$ cat config.mk
export PLATFORM = sky130hd
export DESIGN_NAME = rr_enable_arbiter8
export DESIGN_NICKNAME = d
export VERILOG_FILES = /design/src/rtl/rr_enable_arbiter8.sv
export SDC_FILE = /design/constraint.sdc
export NUM_CORES = 1
export LEC_CHECK = 0
export BUFFER_PORTS_ARGS = -buffer_cell sky130_fd_sc_hd__buf_2
export CORE_MARGIN = 8
export CORE_UTILIZATION = 55
export CTS_CLUSTER_SIZE = 30
export DETAILED_ROUTE_END_ITERATION = 8
export PLACE_DENSITY = 0.85
export SLEW_MARGIN = 40
export SYNTH_ARGS = -nofsm -noshare
export SYNTH_HDL_FRONTEND = slang
export SYNTH_SLANG_ARGS = --single-unit
$ cat constraint.sdc
create_clock -name clk -period 4.4 [get_ports clk]
set_input_delay 0.88 -clock clk [delete_from_list [all_inputs] [get_ports clk]]
set_output_delay 0.88 -clock clk [all_outputs]
set_load 0.01 [all_outputs]
$ cat src/rtl/rr_enable_arbiter8.sv
// Round-robin arbiter producing a registered one-hot write-enable vector and
// the matching data bit for a multi-enable register, plus a saturating grant count.
module rr_enable_arbiter8 #(
    parameter int N     = 8,
    parameter int CNT_W = 16
) (
    input  logic                 clk,
    input  logic                 rst_n,
    input  logic [N-1:0]         req,
    input  logic [N-1:0]         req_data,
    input  logic                 hold,
    input  logic                 clear_cnt,
    output logic [N-1:0]         en,
    output logic                 d_sel,
    output logic                 valid,
    output logic [$clog2(N)-1:0] grant_id,
    output logic [CNT_W-1:0]     grant_cnt
);

    localparam int IW = $clog2(N);

    typedef enum logic {
        IDLE  = 1'b0,
        GRANT = 1'b1
    } state_t;

    state_t           state_q, state_d;
    logic [N-1:0]     en_q, en_d;
    logic             d_sel_q, d_sel_d;
    logic [IW-1:0]    grant_id_q, grant_id_d;
    logic [IW-1:0]    ptr_q, ptr_d;
    logic [CNT_W-1:0] cnt_q, cnt_d;

    logic             found_c;
    logic             grant_c;
    logic [IW-1:0]    sel_c;
    logic [IW-1:0]    idx_c;

    // Search starts one past the last grant, so the last winner is checked last.
    always_comb begin
        // NOTE: every combinational output gets a default first so no path leaves it unassigned (no latch).
        found_c = 1'b0;
        sel_c   = '0;
        idx_c   = '0;
        for (int k = 1; k <= N; k++) begin
            idx_c = IW'((int'(ptr_q) + k) % N);
            if (!found_c && req[idx_c]) begin
                found_c = 1'b1;
                sel_c   = idx_c;
            end
        end
    end

    assign grant_c = !hold && found_c;

    always_comb begin
        state_d    = grant_c ? GRANT : IDLE;
        en_d       = grant_c ? (N'(1) << sel_c) : '0;
        d_sel_d    = grant_c ? req_data[sel_c] : d_sel_q;
        grant_id_d = grant_c ? sel_c : grant_id_q;
        ptr_d      = grant_c ? sel_c : ptr_q;
        cnt_d      = cnt_q;
        if (clear_cnt) begin
            cnt_d = '0;
        end else if (grant_c && (cnt_q != {CNT_W{1'b1}})) begin
            cnt_d = cnt_q + CNT_W'(1);
        end
    end

    // ptr resets to N-1 so the first search after reset begins at index 0.
    always_ff @(posedge clk or negedge rst_n) begin
        if (!rst_n) begin
            state_q    <= IDLE;
            en_q       <= '0;
            d_sel_q    <= 1'b0;
            grant_id_q <= '0;
            ptr_q      <= IW'(N - 1);
            cnt_q      <= '0;
        end else begin
            // NOTE: non-blocking assignments so every register samples pre-edge values.
            state_q    <= state_d;
            en_q       <= en_d;
            d_sel_q    <= d_sel_d;
            grant_id_q <= grant_id_d;
            ptr_q      <= ptr_d;
            cnt_q      <= cnt_d;
        end
    end

    assign en        = en_q;
    assign d_sel     = d_sel_q;
    assign valid     = (state_q == GRANT);
    assign grant_id  = grant_id_q;
    assign grant_cnt = cnt_q;

endmodule

== Word level (Yosys, flattened, before mapping) ==
Cells that the tools add are included.

* Order comparisons: 9
* Reduce and logical (&&, ||, !) cells: 18
* Eq/ne operators: 1
* Multiplexer cells: 38
* Shifts and indexed selects: 1
* Add/subtract/negate cells: 9

{| class="wikitable"
|+ Operator list
! cell !! number
|-
| $lt A3 B4 Y1 const B || 9
|-
| $mux W16 || 2
|-
| $bmux W1 S3 || 9
|-
| $mux W3 || 8
|-
| $mux W1 || 18
|-
| $add A16 B1 Y16 const B || 1
|-
| $ne A16 B16 Y1 const B || 1
|-
| $add A3 B3 Y3 const B || 4
|-
| $logic_and A1 B1 Y1 || 9
|-
| $logic_not A1 Y1 || 8
|-
| $mux W8 || 1
|-
| $shl A1 B3 Y8 const A || 1
|-
| $add A3 B1 Y3 const B || 2
|-
| $add A3 B2 Y3 const B || 2
|-
| $reduce_bool A2 Y1 || 1
|}

* Word-level logic and storage cells: 82
* Input port bits: 20
* Flip-flop bits (word level): 32

== Longest topological paths before layout ==
* Word-level depth: 29
* Mapped depth: 15

== Worst setup path before layout ==
Ideal clock, no wire load.

* Path kind: reg-to-reg
* From: register ptr_q[1]
* To: register d_sel_q (netlist: d_sel)
* Cell stages (with the launch flop): 12
* Data arrival time: 3.665 ns
* Setup slack: 0.661 ns
* Clock period less this slack: 3.739 ns
* Cells stage by stage: dfstp_2 > buf_2 > inv_1 > ha_1 > clkbuf_1 > mux4_2 > or4_1 > nor4_2 > o22ai_2 > mux2i_1 > mux4_2 > o21ai_2

* Longest elaborated chain between the ends: 27
* Elaborated cells on any way between the ends: 57
* Those cells by class: 8 x add/sub; 34 x mux; 15 x reduce/logical

{| class="wikitable"
|+ Ends and longest elaborated chain
! what !! RTL line !! source
|-
| start: declaration || 31 || <nowiki>logic [IW-1:0] ptr_q, ptr_d;</nowiki>
|-
| start signal: assignment || 77 || <nowiki>ptr_q <= IW'(N - 1);</nowiki>
|-
| start signal: assignment || 85 || <nowiki>ptr_q <= ptr_d;</nowiki>
|-
| $add A3 B1 Y3 || 46 || <nowiki>idx_c = IW'((int'(ptr_q) + k) % N);</nowiki>
|-
| $bmux W1 S3 || 47 || <nowiki>if (!found_c && req[idx_c]) begin</nowiki>
|-
| $mux W1 (implied by the code) || 47 ||
|-
| $mux W1 || 47 ||
|-
| $logic_not A1 Y1 || 47 ||
|-
| $logic_and A1 B1 Y1 || 47 ||
|-
| $mux W1 || 47 ||
|-
| $logic_not A1 Y1 || 47 ||
|-
| [... 11 more ...] || - ||
|-
| $logic_not A1 Y1 || 47 ||
|-
| $logic_and A1 B1 Y1 || 47 ||
|-
| $mux W1 || 47 ||
|-
| $logic_not A1 Y1 || 47 ||
|-
| $logic_and A1 B1 Y1 || 47 ||
|-
| $mux W3 || 47 ||
|-
| $bmux W1 S3 || 59 || <nowiki>d_sel_d = grant_c ? req_data[sel_c] : d_sel_q;</nowiki>
|-
| $mux W1 (implied by the code) || 59 ||
|-
| end signal: assignment || 83 || <nowiki>d_sel_q <= d_sel_d;</nowiki>
|-
| end: declaration || 29 || <nowiki>logic d_sel_q, d_sel_d;</nowiki>
|}

Several ways; a longest one is shown, not always the timed one. The select of a mux whose other input is x is not followed.
A chain may end at the register's enable or synchronous reset.

== Worst setup path in the final report ==
Same ends and word-level chain as after synthesis.

==> key figures <==
Outcome
  • Run status: completed

Pwr
  • Design Power: 2.10 mW
  • Cell Pwr Density: 781 mW/mm2
  • P_leak: 1.25 nW
  • VDD IR max: 376 uV

Placed design
  • Place WS: between 0.7 and 0.8 ns
  • IO buf count: 48
  • Dpl hpwl: between 4 and 5 mm
  • Placer congestion estimate: 0.967

Setup path
  • WP data required: 4.62 ns
  • Reg-to-reg critical path endpoint: d_sel
  • Setup slack, reg-to-reg: 0.68 ns
  • CP max FO: 10
  • Arrival time at the worst endpoint: 3.93 ns
  • Cell repeated most along the worst path: mux4_2
  • Slowest CP cell: ha_1
  • CP startpoint kind: flop
  • CP Class: flop to flop
  • Slowest stage delay, CP: approximately 0.57 ns
  • Critical Path Sink Type: flop
  • Reg2Reg Depth: 9
  • Reg2reg start: ptr_q[1]
  • Critical Path, Cell by Cell: inv_1 > ha_1 > mux4_2 > or4_1 > nor4_2 > o22ai_2 > mux2i_1 > mux4_2 > o21ai_2

Finish
  • Share of cells above drive strength 1: 0.338
  • Synthesis-to-layout area growth: 15.6%
  • Antenna Cells: 0
  • Final nets: 294

Clock network
  • CTS Root Cell: clkbuf_8
  • CTS max path bufs: 2
  • Inserted Clock Buffers: 5
  • CTS clk-pin slew, worst paths: 0.07 ns
  • Sink count of the clock tree: 32
  • Hold_buf cts: 0
  • CTS resizes: 0
  • CTS tree: built
  • Number of H-tree levels: 2
  • Worst-skew pair later-pin latency: 0.28 ns
  • Post-CTS setup buffer count: 0

STA
  • Final setup fails: 0
  • Fin Hold WS: 0.491 ns
  • Post-route setup slack: 0.685 ns
  • Final Hold Vio Count: 0
  • Rel. slew slack: 0.521
  • Fin. max-slew vios: 0
  • Worst-Margin Slew: 0.719 ns
  • Tmin final: around 3.7 ns
  • Final setup TNS: 0 ns
  • Worst Skew: 0.00662 ns
  • Final period util: 0.844
  • RSZ-0062 raised after global routing: false
  • Max Clk Rate: 0.269 GHz

Yosys
  • Synth Warn #: 0
  • Syn Inst Count: 222
  • Primary FF master, synth: dfrtp_1
  • Synthesized Nets: 245
  • Post-Syn Area: roughly 0.0023 mm2
  • Number of flops mapped to enable cells by yosys: 0
  • Synth unique cells: 59
  • Synth Area per Inst: 10.4 um2
  • Seq/Total Area, Yosys: 0.347
  • #FFs+latches synth: 32
  • Post-synth ARST share: 1.00

Drt
  • First-pass DRT Iterations: 4
  • ANT nets after route: 0
  • Drt via density: 5.96
  • Initial DRC Count: 171
  • Drt total wl: between 5 and 6 mm
  • Wirelength per Cell: 17.2 um
  • DRC: 0
  • Via Count: 1918

Global routing
  • GRT Total Usage: 0.177
  • Grt ovf: 0
  • Antenna violations before repair: 0
  • First-pass GRT wire length: 9.25 mm
  • Number of global-route vias before repair: around 1900
  • Largest net degree at the start of global routing: 33

Floorplan
  • Die Wd: 80.9 um
  • Ports: 49
  • Initial Utilization: 0.576
  • Num rows: 23
  • Die height: 80.9 um
  • Core area: 0.00403 mm2
  • Die area: 0.00655 mm2

Min path
  • Hold path depth: 2
  • Hold EP: d_sel
  • Hold WC Path Type: flop to flop
  • Worst Hold Launch: d_sel

Flow run
  • Max-Cap Viols: 0
## worst max-delay path, delay by kind of cell (launching register included)
family	cells	cell delay, ns
muxes	3	1.11
and+or+nand+nor	2	0.93
adders and majority gates	1	0.57
DFF	1	0.53
AOI/OAI and AO/OA	2	0.39
buffers and inverters	1	0.12
## registers in the layout, summed over array words and instances (netlist names)
signal     count
grant_cnt     16
ptr_q          3
valid          1
en             8
grant_id       3
d_sel          1
## report_power, final
part | internal, mW | switching, mW
Sequential | 0.360 | 0.0376
Clock | 0.125 | 0.108
Combinational | 0.652 | 0.815
Total | 1.14 | 0.960
## Yosys cell counts (5+ instances only)
master	n	area (um2)
a21oi_1	7	35.0
dfrtp_1	29	726
inv_1	6	22.5
mux2i_1	17	170
mux4_2	12	270
nand2_1	17	63.8
nand2b_1	5	31.3
nand3_1	5	25.0
nor2_1	24	90.1
o21ai_0	5	25.0
xnor2_1	5	43.8
xor2_1	11	96.3
## cell families (layout without fill, tap and decap cells)
group / Yosys count / after routing / share of synthesized area
mux: 37 / 37 / 0.234
xor+xnor: 17 / 17 / 0.0674
buf+inv: 16 / 66 / 0.0351
simple gates: 75 / 75 / 0.167
compound gates: 42 / 42 / 0.134
fa+ha+maj: 3 / 3 / 0.0162
flops: 32 / 32 / 0.347
## metal layers
metal | share of wire | wire, um | vias to the layer above | global-route usage
met5 | 0 | 0 | - | 0
li1 | - | - | 922 | -
met3 | 0.083 | 462 | 7 | 0.0596
met4 | 0.0095 | 53 | 0 | 0.0554
met1 | 0.43 | 2390 | 915 | 0.223
met2 | 0.48 | 2650 | 74 | 0.280
## through the flow
step           instance area, um2  utilization  cells
2_1_floorplan                2320            -    222
3_5_place_dp                 2590        0.643    314
4_1_cts                      2680        0.666    322
3_3_place_gp                 2590        0.643    314
5_1_grt                      2680        0.666    322
6_report                     2680        0.666    322
## final cells by class
class	count	area (um2)
inverters	7	26.3
flip-flops and latches	32	805
multi-input cells	174	1430
repair buffers	51	263
fillers	347	1350
clock inverters	2	10.0
well taps	50	62.6
clock buffers	6	82.6
## cells in the final DEF, fill, tap and decap left out, types with 4 or more instances in the layout
cell	count
buf_2	48
dfrtp_1	29
nor2_1	24
mux2i_1	17
nand2_1	17
mux4_2	12
xor2_1	11
a21oi_1	7
inv_1	6
clkbuf_8	6
xnor2_1	5
nand2b_1	5
nand3_1	5
o21ai_0	5
mux2_2	4
o21a_1	4
## worst max path at each step
stage / start / to / slack (ns) / cells after the start
4_1_cts: ptr_q[1] / d_sel / 0.72 / 9
3_3_place_gp: ptr_q[1] / d_sel / 0.73 / 9
6_report: ptr_q[1] / d_sel / 0.68 / 9
2_1_floorplan: ptr_q[1] / d_sel / 0.66 / 11
3_5_place_dp: ptr_q[1] / d_sel / 0.73 / 9
5_1_grt: ptr_q[1] / d_sel / 0.52 / 9
Note: power is estimated with default switching activity, not from simulation.
